`config.mk`:
```
export PLATFORM = sky130hd
export DESIGN_NAME = down_counter_ctrl
export DESIGN_NICKNAME = d
export VERILOG_FILES = /design/src/rtl/down_counter_ctrl.sv
export SDC_FILE = /design/constraint.sdc
export NUM_CORES = 1
export LEC_CHECK = 0
export ABC_CLOCK_PERIOD_IN_PS = 2400
export CAP_MARGIN = 10
export CORE_MARGIN = 2
export CORE_UTILIZATION = 45
export CTS_BUF_LIST = sky130_fd_sc_hd__clkbuf_4 sky130_fd_sc_hd__clkbuf_8
export CTS_CLUSTER_SIZE = 10
export DETAILED_ROUTE_END_ITERATION = 10
export PLACE_DENSITY = 0.76
export SETUP_SLACK_MARGIN = 0.05
export SLEW_MARGIN = 20
export SYNTH_ARGS = -nofsm -noshare
export SYNTH_HDL_FRONTEND = slang
export SYNTH_SLANG_ARGS = --single-unit
```
`constraint.sdc`:
```
create_clock -name clk -period 2.4 [get_ports clk]
set_clock_uncertainty 0.15 [all_clocks]
set_input_delay 0.48 -clock clk [delete_from_list [all_inputs] [get_ports clk]]
set_output_delay 0.48 -clock clk [all_outputs]
set_load 0.05 [all_outputs]
```
`src/rtl/down_counter_ctrl.sv`:
```
// ---------------------------------------------------------------------------
// down_counter_ctrl
//
// Prescaled down-counter with one-shot and auto-reload modes, pause/abort
// control, and a terminal-count pulse.
//
// A start request is accepted only in IDLE and only with a non-zero load
// value. The load value, prescale divider and reload mode are captured on
// that edge. While running, the count decrements once every prescale+1
// cycles. When the count is 1 at a tick, one of two things happens:
//   - In one-shot mode the count becomes 0, tc pulses and the block passes
//     through DONE for one cycle.
//   - In auto-reload mode the count restarts from the captured load value
//     and tc pulses.
//
// Parameters
//   WIDTH      counter width
//   PSC_W      prescaler width
//
// Ports
//   clk        clock, all logic on rising edge
//   rst        synchronous reset, active low
//   start      launch request (IDLE only)
//   load_val   initial / reload count, captured on accepted start
//   prescale   divider, one decrement per prescale+1 cycles
//   reload_en  1 = periodic auto-reload, 0 = one-shot
//   pause      level; freezes counting while high
//   abort      cancels an active run (RUN or PAUSE)
//   count      current count (registered)
//   busy       high in RUN or PAUSE (registered)
//   tc         one-cycle terminal-count pulse (registered)
//   done       high exactly while in DONE (registered)
//   err        one-cycle pulse on a rejected start (registered)
// ---------------------------------------------------------------------------
module down_counter_ctrl #(
    parameter int unsigned WIDTH = 8,
    parameter int unsigned PSC_W = 4
) (
    input  logic             clk,
    input  logic             rst,
    input  logic             start,
    input  logic [WIDTH-1:0] load_val,
    input  logic [PSC_W-1:0] prescale,
    input  logic             reload_en,
    input  logic             pause,
    input  logic             abort,
    output logic [WIDTH-1:0] count,
    output logic             busy,
    output logic             tc,
    output logic             done,
    output logic             err
);

    typedef enum logic [1:0] {
        ST_IDLE,
        ST_RUN,
        ST_PAUSE,
        ST_DONE
    } state_t;

    state_t           state_q,   state_d;
    logic [WIDTH-1:0] count_q,   count_d;
    logic [WIDTH-1:0] reload_q,  reload_d;
    logic [PSC_W-1:0] psc_q,     psc_d;
    logic [PSC_W-1:0] psc_cnt_q, psc_cnt_d;
    logic             mode_q,    mode_d;
    logic             busy_q,    busy_d;
    logic             tc_q,      tc_d;
    logic             done_q,    done_d;
    logic             err_q,     err_d;

    // Set when this edge is a counting edge.
    logic             advance;

    // -----------------------------------------------------------------------
    // Next-state and output logic
    // -----------------------------------------------------------------------
    always_comb begin
        state_d   = state_q;
        count_d   = count_q;
        reload_d  = reload_q;
        psc_d     = psc_q;
        psc_cnt_d = psc_cnt_q;
        mode_d    = mode_q;
        tc_d      = 1'b0;
        err_d     = 1'b0;
        advance   = 1'b0;

        unique case (state_q)
            ST_IDLE: begin
                if (start) begin
                    if (load_val != '0) begin
                        count_d   = load_val;
                        reload_d  = load_val;
                        psc_d     = prescale;
                        mode_d    = reload_en;
                        psc_cnt_d = '0;
                        state_d   = ST_RUN;
                    end else begin
                        err_d = 1'b1;
                    end
                end
            end

            ST_RUN: begin
                if (abort) begin
                    count_d   = '0;
                    psc_cnt_d = '0;
                    state_d   = ST_IDLE;
                end else if (pause) begin
                    state_d = ST_PAUSE;
                end else begin
                    advance = 1'b1;
                end
            end

            ST_PAUSE: begin
                if (abort) begin
                    count_d   = '0;
                    psc_cnt_d = '0;
                    state_d   = ST_IDLE;
                end else if (!pause) begin
                    // The release edge counts as a normal RUN edge. As a
                    // result, a pause lasting N edges delays the run by
                    // exactly N cycles.
                    state_d = ST_RUN;
                    advance = 1'b1;
                end
            end

            ST_DONE: begin
                state_d = ST_IDLE;
            end

            default: begin
                state_d = ST_IDLE;
            end
        endcase

        if (advance) begin
            if (psc_cnt_q == psc_q) begin
                psc_cnt_d = '0;
                if (count_q > WIDTH'(1)) begin
                    count_d = count_q - WIDTH'(1);
                end else if (mode_q) begin
                    count_d = reload_q;
                    tc_d    = 1'b1;
                end else begin
                    // A count of 0 is also treated as terminal here, so
                    // the count can never wrap below zero.
                    count_d = '0;
                    tc_d    = 1'b1;
                    state_d = ST_DONE;
                end
            end else begin
                psc_cnt_d = psc_cnt_q + PSC_W'(1);
            end
        end

        // Status flags are registered copies of the next state, so they
        // line up with state_q on the cycle after the edge.
        busy_d = (state_d == ST_RUN) || (state_d == ST_PAUSE);
        done_d = (state_d == ST_DONE);
    end

    // -----------------------------------------------------------------------
    // State registers
    // -----------------------------------------------------------------------
    always_ff @(posedge clk) begin
        if (!rst) begin
            state_q   <= ST_IDLE;
            count_q   <= '0;
            reload_q  <= '0;
            psc_q     <= '0;
            psc_cnt_q <= '0;
            mode_q    <= 1'b0;
            busy_q    <= 1'b0;
            tc_q      <= 1'b0;
            done_q    <= 1'b0;
            err_q     <= 1'b0;
        end else begin
            state_q   <= state_d;
            count_q   <= count_d;
            reload_q  <= reload_d;
            psc_q     <= psc_d;
            psc_cnt_q <= psc_cnt_d;
            mode_q    <= mode_d;
            busy_q    <= busy_d;
            tc_q      <= tc_d;
            done_q    <= done_d;
            err_q     <= err_d;
        end
    end

    assign count = count_q;
    assign busy  = busy_q;
    assign tc    = tc_q;
    assign done  = done_q;
    assign err   = err_q;

endmodule

```
==> Word level (Yosys, flattened, before mapping) <==
Index checks and enable logic that the tools add are counted.
{ "op_classes": {"div_mod_pow": 0, "n_shift": 0, "n_reduce_logical": 9, "add_sub_neg": 2, "n_eq_ne": 10, "muxes": 30, "order_cmp": 1, "bitwise_logic": 0, "multipliers": 0} }
{ "ops": {"columns": ["op", "n"], "rows": [
  ["8-bit 2-to-1 mux", 7],
  ["2-bit 2-to-1 mux", 10],
  ["4-bit 2-to-1 mux", 5],
  ["8-bit one-hot mux with 2 select lines", 1],
  ["3-bit AND reduction", 3],
  ["2-bit == test, second input constant", 4],
  ["8-bit by 1-bit > comparator with 1-bit output, second input constant", 1],
  ["2-bit one-hot mux with 4 select lines", 1],
  ["4-bit one-hot mux with 2 select lines", 1],
  ["8-bit nonzero test", 1],
  ["8-bit by 1-bit subtractor with 8-bit output, second input constant", 1],
  ["3-bit inequality test, second input constant", 2],
  ["1-bit 2-to-1 mux", 5],
  ["4-bit by 1-bit adder with 4-bit output, second input constant", 1],
  ["2-bit by 1-bit == test with 1-bit output, second input constant", 2],
  ["4-bit == test", 1],
  ["4-bit AND reduction", 1],
  ["3-bit by 1-bit inequality test with 1-bit output, second input constant", 1],
  ["3-bit nonzero test", 1],
  ["2-bit zero test", 1],
  ["2-bit OR reduction", 1],
  ["1-bit logical OR", 1]
]} }
{ "totals": {"ff_bits": 31, "memories": 0, "wordCells": 62, "output_inout_bits": 12, "latchBits": 0, "mem_bits_rw": 0, "rom_bits": 0} }

==> Depth between registers and ports, before layout <==
Gate-level depths: netlist of run 1.
{ "logic_depth": {"ltp_word": 10, "ltp_mapped": 9} }

==> Least setup slack after synthesis of run 1 <==
No wires, ideal clock.
{ "synth_path": {"kind": "reg-to-reg", "startpoint": "register count_q[0] (netlist: count[0])", "endpoint": "register busy_q (netlist: busy)", "stages_incl_launch_ff": 9, "synth_period_minus_slack_ps": 2477, "setup_slack_ps": -77, "path_buffers": 0, "arrival_ps": 2212, "required_ps": 2135, "path_cell_list": "dfxtp_1 inv_1 ha_1 nor2_1 nor4_4 nor2b_1 a211o_1 ha_1 and2_1"} }
{ "synth_between": {"elab_chain_cells": 6} }
{ "synth_rtl": {"columns": ["element", "line", "rtl"], "rows": [
  ["start, declared", "62", "logic [WIDTH-1:0] count_q, count_d;"],
  ["start signal, assigned", "183", "count_q <= count_d;"],
  ["8-bit by 1-bit > comparator with 1-bit output (*)", "143", "if (count_q > WIDTH'(1)) begin"],
  ["2-bit 2-to-1 mux (*)", "143", null],
  ["2-bit 2-to-1 mux (*)", "141", "if (psc_cnt_q == psc_q) begin"],
  ["2-bit 2-to-1 mux (*)", "140", "if (advance) begin"],
  ["via state_d[1]", "61", "state_t state_q, state_d;"],
  ["2-bit by 1-bit == test with 1-bit output or 2-bit == test (tied branches)", "162", "busy_d = (state_d == ST_RUN) || (state_d == ST_PAUSE);"],
  ["1-bit logical OR (*)", "162", null],
  ["via busy_d", "67", "logic busy_q, busy_d;"],
  ["end signal, assigned", "188", "busy_q <= busy_d;"],
  ["end, declared", "67", null]
]} }
The timed path passes the listed nets; every way through them passes the cells marked *.
A chain may end at the register's enable or synchronous reset.

==> Final worst setup path of run 1 <==
{ "layout_path": {"startpoint": "register count_q[7] (netlist: count[7])", "endpoint": "output port count[7]"} }
{ "layout_rtl": {"columns": ["element", "line", "rtl"], "rows": [
  ["end, declared", "47", "output logic [WIDTH-1:0] count,"]
]} }
No word-level cell between the ends.

==> metrics.md, run 1 <==
| Metric | Value |
|---|---|
| Outcome | `complete, no violations` |
| Startpoint types | `flop` |
| Tmin final | `~2.3 ns` |
| Peak supply drop | `0.312 mV` |
| Grt ovf | `0` |
| All-layer global routing usage | `approximately a fifth` |
| Crit. Startpoint | `count[7]` |
| Clock transition at path regs | `around 0.070 ns` |
| Warnings from Yosys | `0` |
| Area of the die | `4230 um2` |
| Fin cells | `291` |
| Via/cell ratio | `~5.4` |
| Grt met3 use | `under 10%` |
| Highest clock rate | `between 400 and 500 MHz` |
| Placed Instances | `~280` |
| Yosys reg bits | `31` |
| Met2 usage in global routing | `around a third` |
| Crit path buffers/inverters | `1` |
| PD cells | `635 nW/um2` |
| Fraction of layout cells with a size suffix above 1 | `18.1%` |
| Number of enable flip-flop cells after synthesis | `0` |
| GPL Wtd Cong | `between 0.8 and 0.9` |
| Synth-to-layout area growth | `37.3%` |
| Antenna violations before repair | `0` |
| Port Buffer Count | `29` |
| Setup WS pre-CTS | `-0.0924 ns` |
| Final worst slack | `~0.12 ns` |
| RR Startpoint | `state_q[1]` |
| Main synth FF type | `dfxtp_1` |
| Met1 Track Usage GR | `a little over a quarter` |
| Die X-Extent | `between 60 and 70 um` |
| Worst-Skew Late Latency | `0.29 ns` |
| Crit Path Max Fanout | `7` |
| Cell area after synthesis | `between 1500 and 2000 um2` |
| Fin Hold WS | `~0.35 ns` |
| Hold buffers post-CTS | `0` |
| Final nets | `268` |
| Hold Startpoint | `reload_q[0]` |
| Worst Hold Class | `reg -> reg` |
| Crit path kind | `reg -> out` |
| # DRC | `0` |
| First-pass GRT wire length | `between 6000 and 7000 um` |
| Synthesized instance count | `188` |
| DPL Wire Length | `approximately 2900 um` |
| TritonCTS sink count | `31` |
| Most common cell in the synthesized netlist | `dfxtp_1` |
| CTS tree | `done` |
| Worst Tran Pin Value | `0.500 ns` |
| Largest cells by area after synthesis | `dfxtp_1, mux2i_1, nor2_1, ha_1, a221oi_1` |
| Most frequent cells after synthesis | `dfxtp_1, nor2_1, mux2i_1` |
| Post-synth top area cell | `dfxtp_1` |
| Placeable Area | `~3600 um2` |
| RSZ-0062 raised after global routing | `no` |
| Arrival @ worst endpoint | `approximately 1.7 ns` |
| Share of the synthesized area in the top cell type | `between 30% and 40%` |
| Number of global-route vias before repair | `about 1.4k` |
| Final Hold Fails | `0` |
| Starting Density | `about 46%` |
| Slowest CP cell | `clkdlybuf4s50_1` |
| Initial drt markers | `~120` |
| Max-capacitance violation count | `0` |
| CTS H-Tree Depth | `2` |
| Setup crit end kind | `output pin` |
| Leakage power | `~0.00097 uW` |
| Max-slew violation count | `0` |
| Syn Nets | `214` |
| Tcrit/Tclk final | `about 95%` |
| DR WL/cell | `~13 um` |
| Syn_area_per_cell | `8.91 um2` |
| Io pins | `30` |
| CP top delay family | `buffers and inverters` |
| Post-synth cell types | `between 40 and 50` |
| Post_cts resized | `0` |
| Sequential area share after synthesis | `between 30% and 40%` |
| ANT nets after route | `0` |
| Most used routing layer | `met2` |
| Critical Path RT | `1.77 ns` |
| ANT cells | `0` |
| Cells along the critical path | `clkdlybuf4s50_1` |
| Buffer levels on the longest clock path | `2` |
| # Post-CTS Setup Buffers | `0` |
| Vias | `roughly 1.6k` |
| Root buffer cell | `clkbuf_8` |
| Largest net degree at the start of global routing | `14` |
| Slew HR | `between 60% and 70%` |
| Num CTS Buffers | `5` |
| Async SR Flop Fraction | `0%` |
| # rows | `22` |
| Crit path largest cell delay | `roughly 0.86 ns` |
| Die H | `65.0 um` |
| Pre-antenna DRT Iters | `4` |
| Total Wirelength | `between 3000 and 4000 um` |
| Setup Viol. Count Final | `0` |
path summary, 6_finish.rpt:
kind         slack (ns)           to  cells after the start
max reg2reg        0.21         busy                      8
min reg2reg        0.35  reload_q[0]                      2
min                0.35  reload_q[0]                      2
max                0.12     count[7]                      1
where the power goes:
| group | leakage, uW | internal, uW | switching [uW] |
|---|---|---|---|
| registers | 0.000255 | 550 | 33.5 |
| logic | 0.000671 | 215 | 244 |
| clock network | 0.0000491 | 226 | 193 |
cell usage in the layout, fill, tap and decap left out, drive strengths merged, types with 3 or more instances in the layout:
cell type      instances
clkdlybuf4s50         28
a21oi                  7
nor2b                  5
a311oi                 3
nand3                  5
a221oi                 8
o21ai                  4
a31oi                  3
ha                     8
xnor2                  6
nand2                  9
clkbuf                 7
nor4                   4
inv                    6
dfxtp                 31
and2                   3
nor3                   8
buf                   24
nor2                  28
a211oi                 4
mux2i                 15
state kept, by name, summed over array words and instances (netlist names):
signal	flops
err	1
psc_q	4
psc_cnt_q	4
state_q	2
count	8
busy	1
done	1
tc	1
mode_q	1
reload_q	8
cell families after synthesis:
logic type	after synthesis	share of synthesized area, %
compound gates	42	18.6
xor+xnor	7	3.66
fa+ha+maj	8	5.97
buf+inv	13	3.14
flops	31	37.0
mux	15	8.96
simple gates	72	22.6
layout make-up:
class                      instances  area, um2
multi-input combinational        144       1020
timing repair buffer              53        485
sequential                        31        623
clock buffer                       7       83.8
fill                             308       1310
tap                               48       60.1
clock inverter                     1       5.00
inverter                           7       26.3
worst min-delay path, delay by kind of cell, from the launching register on:
family,cells,cell delay (ns)
simple gates,1,0.08
flops,1,0.33
mux,1,0.06
metal layers:
layer	part of all wire [%]	vias up
met2	47	35
met5	0	-
met4	1.2	0
met1	48	731
li1	-	805
met3	3.9	6
per-stage QoR:
stage	TNS (ns)	utilization, %	cell area [um2]	total power (uW)
global placement	-0.116	61.2	2210	1040
global route	0	63.8	2300	1540
detailed placement	-0.0924	61.2	2210	1050
floorplan	0	-	1690	891
finish	0	63.8	2300	1460
CTS	0	63.6	2290	1470
Note: power is estimated with default switching activity, not from simulation.
==> inputs of run 2 (changes only) <==
--- a/config.mk
+++ b/config.mk
@@ -6,7 +6,6 @@
 export NUM_CORES = 1
 export LEC_CHECK = 0
 export ABC_CLOCK_PERIOD_IN_PS = 2400
-export CAP_MARGIN = 10
 export CORE_MARGIN = 2
 export CORE_UTILIZATION = 45
 export CTS_BUF_LIST = sky130_fd_sc_hd__clkbuf_4 sky130_fd_sc_hd__clkbuf_8
==> results of run 2 <==
The final DEF is identical to that of run 1; final timing and power are the same.
==> inputs of run 3 (changes only) <==
--- a/config.mk
+++ b/config.mk
@@ -11,7 +11,8 @@
 export CTS_BUF_LIST = sky130_fd_sc_hd__clkbuf_4 sky130_fd_sc_hd__clkbuf_8
 export CTS_CLUSTER_SIZE = 10
 export DETAILED_ROUTE_END_ITERATION = 10
-export PLACE_DENSITY = 0.76
+export DONT_BUFFER_PORTS = 1
+export PLACE_DENSITY = 0.65
 export SETUP_SLACK_MARGIN = 0.05
 export SLEW_MARGIN = 20
 export SYNTH_ARGS = -nofsm -noshare
==> constraint.sdc (replaced) <==
create_clock -name clk -period 2.4 [get_ports clk]
set_clock_uncertainty 0.15 [all_clocks]
set_input_delay 0.48 -clock clk [delete_from_list [all_inputs] [get_ports clk]]
set_output_delay 0.48 -clock clk [all_outputs]
set_load 0.005 [all_outputs]
==> metrics.md, run 3 (same netlist as run 1, synthesis figures left out) <==
| Metric | Value |
|---|---|
| Buffer levels on the longest clock path | `2` |
| Startpoint types | `flop` |
| Port Buffer Count | `0` |
| Placeable Area | `around 3600 um2` |
| Vias | `about 1.5k` |
| Crit Path Max Fanout | `5` |
| All-layer global routing usage | `21.4%` |
| ANT cells | `0` |
| Outcome | `complete, no violations` |
| Setup Viol. Count Final | `0` |
| Final Hold Fails | `0` |
| Final worst slack | `roughly 0.17 ns` |
| Hold buffers post-CTS | `0` |
| DR WL/cell | `~16 um` |
| PD cells | `687 nW/um2` |
| Num CTS Buffers | `5` |
| Critical Path RT | `between 2 and 2.5 ns` |
| CTS H-Tree Depth | `2` |
| Die H | `between 60 and 70 um` |
| Root buffer cell | `clkbuf_8` |
| CTS tree | `done` |
| Arrival @ worst endpoint | `2.26 ns` |
| Tmin final | `2.23 ns` |
| Final nets | `226` |
| Fin Hold WS | `about 0.17 ns` |
| TritonCTS sink count | `31` |
| Max-slew violation count | `0` |
| ANT nets after route | `0` |
| Multi-input logic area | `approximately 1000 um2` |
| Setup crit end kind | `flop` |
| Slew HR | `63.1%` |
| Number of global-route vias before repair | `between 1.5k and 2k` |
| R2r setup slk | `0.17 ns` |
| Antenna violations before repair | `0` |
| Worst Tran Pin Value | `roughly 0.55 ns` |
| Fraction of layout cells with a size suffix above 1 | `13.6%` |
| Via/cell ratio | `just under 6` |
| Worst Hold Class | `in -> reg` |
| Starting Density | `a little under half` |
| Tcrit/Tclk final | `between 90 and 100%` |
| # Post-CTS Setup Buffers | `0` |
| Setup WS pre-CTS | `~0.17 ns` |
| RSZ-0062 raised after global routing | `no` |
| GPL Wtd Cong | `between 0.8 and 0.9` |
| Die X-Extent | `65.0 um` |
| Register area | `just over 600 um2` |
| Synth-to-layout area growth | `12.3%` |
| Initial drt markers | `79` |
| Most common cell after layout, fill and taps aside | `dfxtp_1` |
| Pre-antenna DRT Iters | `4` |
| Layout Utilization | `a little over half` |
| TNS Setup | `0 ns` |
| Grt ovf | `0` |
| Clock transition at path regs | `0.06 ns` |
| Leakage power | `between 0.0007 and 0.0008 uW` |
| DPL Wire Length | `around 3000 um` |
| Total Wirelength | `just over 4000 um` |
| First-pass GRT wire length | `between 6000 and 7000 um` |
| Filler Cell Count | `around 330` |
| # rows | `22` |
| Io pins | `30` |
| Max-capacitance violation count | `0` |
| Total power draw | `~1300 uW` |
| Highest clock rate | `~450 MHz` |
| Area of the die | `around 4200 um2` |
| Worst-Skew Late Latency | `approximately 0.28 ns` |
| Most frequent cells in the layout | `dfxtp_1, nor2_1, mux2i_1, buf_4, nand2_1` |
| # DRC | `0` |
| Crit path kind | `reg -> reg` |
| Peak supply drop | `around 0.36 mV` |
| Largest net degree at the start of global routing | `20` |
## run 3: area by class of cell
| cell class | count | share of cell area [%] |
|---|---|---|
| Sequential cell | 31 | 33.0 |
| Timing Repair Buffer | 11 | 4.39 |
| Clock buffer | 6 | 4.06 |
| Tap cell | 48 | 3.19 |
| Multi-Input combinational cell | 144 | 54.0 |
| Inverter | 7 | 1.40 |
## run 3: repair_timing
action,in CTS,in global routing
endpoints found under the setup margin,0,2
hold endpoints to repair,0,0
gates resized for setup,0,1
## run 3: worst paths after layout
kind / from / endpoint / depth (start not counted)
worst min register to register: reload_q[6] / reload_q[6] / 2
worst max register to register: state_q[1] / busy / 8
worst min-delay path: rst / busy / 1
worst max-delay path: state_q[1] / busy / 8
## run 3: metal layers
layer	wire [um]	GRT usage, %
met2	1840	36.2
met5	0	0
met3	334	7.29
met1	1770	22.9
met4	84	13.0
## run 3: stage by stage
stage	instances	cell area, um2
2_1_floorplan	188	1680
3_3_place_gp	241	1800
3_5_place_dp	241	1800
4_1_cts	247	1880
5_1_grt	247	1880
6_report	247	1880
## run 3: worst max-delay path: stages, from the launching register on
cell and delay, ns:
dfxtp_1 0.41, inv_1 0.11, ha_1 0.29, or3b_1 0.43, nor2_4 0.18, nand2_1 0.09
nand2_1 0.08, ha_1 0.23, and2_1 0.15
## run 3: report_power, final
part           total, uW  internal [uW]  switching (uW)
Sequential           587            550            37.1
Combinational        324            148             176
Clock                382            204             178
==> variant 1: new RTL, flow settings as in run 2 <==
The parameter `WIDTH` goes from 8 to 10.
--- a/src/rtl/down_counter_ctrl.sv
+++ b/src/rtl/down_counter_ctrl.sv
@@ -33,7 +33,7 @@
 //   err        one-cycle pulse on a rejected start (registered)
 // ---------------------------------------------------------------------------
 module down_counter_ctrl #(
-    parameter int unsigned WIDTH = 8,
+    parameter int unsigned WIDTH = 10,
     parameter int unsigned PSC_W = 4
 ) (
     input  logic             clk,
Interface: changed (resized count and load_val); port bits go from 30 to 34. The function was not compared with the original's and may differ.
==> variant 1 against run 2 <==
Sequential power increased by 13%; via count increased by 16%; critical path depth increased by 7; die area increased by 14%; core utilization increased by 2.1 points; area after synthesis increased by 15%; worst setup slack improved by 27 ps; design area increased by 16%; total power increased by 11%; sequential cell count increased by 4; worst hold slack got worse by 1.5 ps; sequential share of layout area decreased by 0.40 points; count of clock-buffer cells in the layout decreased by 1; routed wire length increased by 25%.
==> variant 1: results (changes against run 2) <==
[power_and_ir_drop]
p_leak_nw = 1.10  ; was 0.974 nW
pg_seq_uw = 662  ; was 584 uW
p_comb_share_pct = 32.9  ; was 31.4%
irDropWorstVdd_mv = 0.468  ; was 0.312 mV
switchingPower_uw = 552  ; was 471 uW
p_total_mw = 1.63  ; was 1.46 mW

[timing]
worst_pin_slew_ps = 550  ; was 500 ps
setup_viol = 0  ; unchanged
hold_ws_ps = 349  ; was 350 ps

[layout]
drive_gt1_share_pct = 20.9  ; was 18.1%
nFillCells = 321  ; was 308
finalNetCount = 304  ; was 268
num_antenna_cells = 0  ; unchanged

[worst_setup_path]
crit_family = buffers and inverters  ; unchanged
rr_worst_depth = 6  ; was 8
r2r_setup_slack_ps = 170  ; was 210 ps
reg2reg_from = state_q[1]$_SDFF_PN0_  ; unchanged
slowest_stage = clkdlybuf4s50_1  ; unchanged
path_max_fanout = 2  ; was 7
r2r-end = psc_cnt_q[1]$_SDFFE_PN0P_  ; was busy$_SDFF_PN0_
slowest_delay_ps = 560  ; was 860 ps
cp.arrival_ps = 2290  ; was 1650 ps

[detailed_routing]
drt_iter0_drc = 157  ; was 117
wl_per_cell_um = 14.9  ; was 13.5 um
via_count = 1829  ; was 1577
dr.pass1.iters = 4  ; unchanged
viasPerCell = 5.59  ; was 5.42

[yosys]
muxShareOfSynthArea_pct = 8.45  ; was 8.96%
synth.distinct_cells = 48  ; was 44
synth_compound_area_share_pct = 19.8  ; was 18.6%
synth_nets = 247  ; was 214
synthAdderAreaFrac_pct = 5.20  ; was 5.97%
synth_seq_area_share_pct = 36.4  ; was 37.0%
syn-instance-count = 219  ; was 188
ys_top_cells_by_area = dfxtp_1, mux2i_1, ha_1, a221oi_1, nor2_1  ; was dfxtp_1, mux2i_1, nor2_1, ha_1, a221oi_1
synthXorXnorAreaFrac_pct = 3.64  ; was 3.66%
synthTopCellsByCount = dfxtp_1, nor2_1, mux2i_1, nand2_1, nor2b_1  ; was dfxtp_1, nor2_1, mux2i_1, nand2_1
synthArstFlopShare_pct = 0  ; unchanged

[global_routing]
grt_pass1_wl_um = 8360  ; was 6710 um
grt_max_degree = 21  ; was 14
gr-usage-all-layers_pct = 21.4  ; was 20.7%
antenna_found_initial = 0  ; unchanged

[hold_path]
worstHoldPathCells = 2  ; unchanged
min_from = reload_q[4]$_SDFFE_PN0P_  ; was reload_q[0]$_SDFFE_PN0P_
worst_hold_path.endpoint = reload_q[4]$_SDFFE_PN0P_  ; was reload_q[0]$_SDFFE_PN0P_
min_path_type = reg -> reg  ; unchanged

[status]
status = complete, no violations  ; unchanged

[cts]
cts_made_buffers = 5  ; unchanged
clockRootBuffer = clkbuf_8  ; unchanged
cts_setup_buffers = 0  ; unchanged
ctsHtreeMaxLevel = 2  ; unchanged
clkLatencyLatePin_ps = 290  ; about the same
clk_pin_slew_worst_paths_ps = 70  ; about the same

[placed_design]
dp_slack_ps = -265  ; was -92.4 ps
numPlacedInstances = 319  ; was 283
hpwl_um = 3590  ; was 2880 um
portBuffers = 33  ; was 29
gp_congestion = 0.830  ; was 0.829

-- variant 1: stage by stage --
stage	TNS (ps)	cell area, um^2
after global placement	-764	2550
final	0	2670
after CTS	0	2640
after floorplan	0	1990
after detailed placement	-1220	2550
after global routing	0	2670
-- variant 1: timing repair --
item,4_1_cts,5_1_grt
pin swaps,0,3
gates resized for setup,1,11
setup endpoints to repair,1,9
-- variant 1: kinds of logic after synthesis --
logic type	count (synthesis)
AND/OR/NAND/NOR	80
multiplexers	16
buffers and inverters	21
XOR/XNOR	8
adder cells (fa/ha/maj)	8
AO/OA/AOI/OAI	51
flip-flops	35
-- variant 1: worst max path at each step --
stage,slack [ps],cells past startpoint,endpoint,startpoint
after floorplan,20,8,busy$_SDFF_PN0_,count[4]$_SDFF_PN0_
after global placement,-180,8,busy$_SDFF_PN0_,load_val[9]
after detailed placement,-270,8,busy$_SDFF_PN0_,load_val[5]
after CTS,110,8,busy$_SDFF_PN0_,load_val[5]
after global routing,10,6,psc_cnt_q[1]$_SDFFE_PN0P_,state_q[1]$_SDFF_PN0_
final,150,8,busy$_SDFF_PN0_,load_val[5]
-- variant 1: tightest hold or removal path, delay by kind of cell, from the launching register on --
kind             cells  cell delay (ps)
flip-flops           1              330
multiplexers         1               60
AND/OR/NAND/NOR      1               70
-- variant 1: metal layers --
metal / vias to the layer above / wire (um) / track usage (%)
met2: 39 / 2350 / 35.6
met4: 0 / 55 / 5.45
li1: 923 / - / -
met1: 861 / 2290 / 27.8
met5: - / 0 / 0
met3: 6 / 185 / 5.09
-- variant 1: cell type report --
cell class                 count  area (um^2)  share of cell area, %
multi-input combinational    163         1190                   44.7
sequential                    35          713                   26.7
timing repair buffer          62          579                   21.7
clock buffer                   6         76.3                   2.86
tap                           50         62.6                   2.34
inverter                       9         33.8                   1.26
clock inverter                 2         12.5                  0.468
==> variant 2: new RTL, settings of run 2 <==
Made on the original files. Make the reset (`rst`) asynchronous in one clocked block. Comments in the files are not updated.
--- a/src/rtl/down_counter_ctrl.sv
+++ b/src/rtl/down_counter_ctrl.sv
@@ -166,7 +166,7 @@
     // -----------------------------------------------------------------------
     // State registers
     // -----------------------------------------------------------------------
-    always_ff @(posedge clk) begin
+    always_ff @(posedge clk or negedge rst) begin
         if (!rst) begin
             state_q   <= ST_IDLE;
             count_q   <= '0;
Behaviour: differs if rst is asserted again (counterexample within 4 cycles, from zero or initial values and one cycle with rst low); with rst held inactive, the same outputs for 10 cycles.
==> variant 2 against run 2 <==
Count of clock-buffer cells in the layout decreased by 2; global-route usage increased by 1.2 points; area after synthesis increased by 10%; largest cell class unchanged; highest routed layer unchanged; final cell count decreased by 11%; die area increased by 9.5%; sequential share of layout area increased by 5.0 points; design area increased by 5.2%; worst setup slack got worse by 8.3 ps; routed wire length increased by 14%; sequential cell count unchanged.
Power is not compared: it rests on default switching activity, and its combinational part moved more than twofold at a synthesized area within 25%.
==> variant 2: results (changes against run 2) <==
[status]
status = complete, no violations  ; unchanged

[layout]
drive_gt1_share_pct = 27.6  ; was 18.1%
final_cells = 260  ; was 291
finalNetCount = 235  ; was 268

[global_routing]
gr-usage-met3_pct = 4.61  ; was 5.73%
met1_usage_pct = 26.6  ; was 26.0%
first_global_vias = 1603  ; was 1426
grt_pass1_wl_um = 7530  ; was 6710 um
use_met2_pct = 36.5  ; was 33.2%
grt_max_degree = 32  ; was 14

[timing]
slew_headroom_pct = 66.5  ; was 66.6%
hold_ws_ps = 360  ; was 350 ps

[worst_setup_path]
r2r-end = busy$_DFF_PN0_  ; was busy$_SDFF_PN0_
slowest_delay_ps = 560  ; was 860 ps
slowest_stage = or4_4  ; was clkdlybuf4s50_1
r2r_setup_slack_ps = 250  ; was 210 ps
criticalPathCategory = in -> reg  ; was reg -> out

[placed_design]
numPlacedInstances = 252  ; was 283
dp_slack_ps = -235  ; was -92.4 ps
hpwl_um = 3420  ; was 2880 um
gp_congestion = 0.935  ; was 0.829
place_area_um2 = 2330  ; was 2210 um^2

[yosys]
synth_nets = 181  ; was 214
yosysTopAreaCellShare_pct = 42.1  ; was 37.0%
synth_ff_type = dfrtp_1  ; was dfxtp_1
ys_top_cells_by_area = dfrtp_1, mux2_4, mux2_2, ha_1, mux2i_1  ; was dfxtp_1, mux2i_1, nor2_1, ha_1, a221oi_1

[detailed_routing]
met3WireLength_um = 225  ; was 152 um
met2_length_um = 2280  ; was 1850 um
wl_um = 4460  ; was 3920 um
via_count = 1503  ; was 1577
drt_iter0_drc = 51  ; was 117

[hold_path]
worst_hold_path.endpoint = reload_q[3]$_DFFE_PN0P_  ; was reload_q[0]$_SDFFE_PN0P_
min_from = reload_q[3]$_DFFE_PN0P_  ; was reload_q[0]$_SDFFE_PN0P_
worstHoldPathCells = 1  ; was 2

variant 2: changes by cell type after synthesis, moves of 4 or more:
cell	change
a211oi_1	-4
a21oi_1	-5
a221oi_1	-5
a32oi_1	+9
dfrtp_1	+31
dfxtp_1	-31
mux2_2	+9
mux2_4	+9
mux2i_1	-7
nor2_1	-19
nor2b_1	-4
xnor2_1	-4
variant 2: kinds of logic (layout without fill, tap and decap cells):
family / Yosys count / count (layout) / synth area share, %
mux: 26 / 26 / 17.2
flops: 31 / 31 / 42.1
compound gates: 31 / 31 / 15.1
fa+ha+maj: 8 / 8 / 5.43
simple gates: 45 / 45 / 14.8
xor+xnor: 6 / 6 / 2.85
buf+inv: 8 / 63 / 2.58
variant 2: timing repair:
| item | 4_1_cts | 5_1_grt |
|---|---|---|
| hold buffers | 0 | 0 |
| endpoints found under the setup margin | 0 | 2 |
| resized for setup | 0 | 2 |
variant 2: area by class of cell:
| cell class | instances | area [um^2] | share of cell area, % |
|---|---|---|---|
| clock buffers | 5 | 68.8 | 2.85 |
| clock inverters | 3 | 20.0 | 0.828 |
| inverters | 5 | 18.8 | 0.776 |
| multi-input cells | 116 | 1020 | 42.2 |
| flip-flops and latches | 31 | 777 | 32.1 |
| well taps | 50 | 62.6 | 2.59 |
| repair buffers | 50 | 450 | 18.6 |
variant 2: report_power, final:
part | internal (mW) | switching (mW) | total (mW)
clock | 0.201 | 0.206 | 0.407
sequential | 0.742 | 0.272 | 1.01
combinational | 0.961 | 1.03 | 1.99
total | 1.90 | 1.51 | 3.41
variant 2: worst register-to-register path: cells and delay by family, from the launching register on:
family	cells	cell delay [ps]
fa+ha+maj	2	600
flops	1	450
compound gates	1	400
simple gates	3	330
buf+inv	1	90
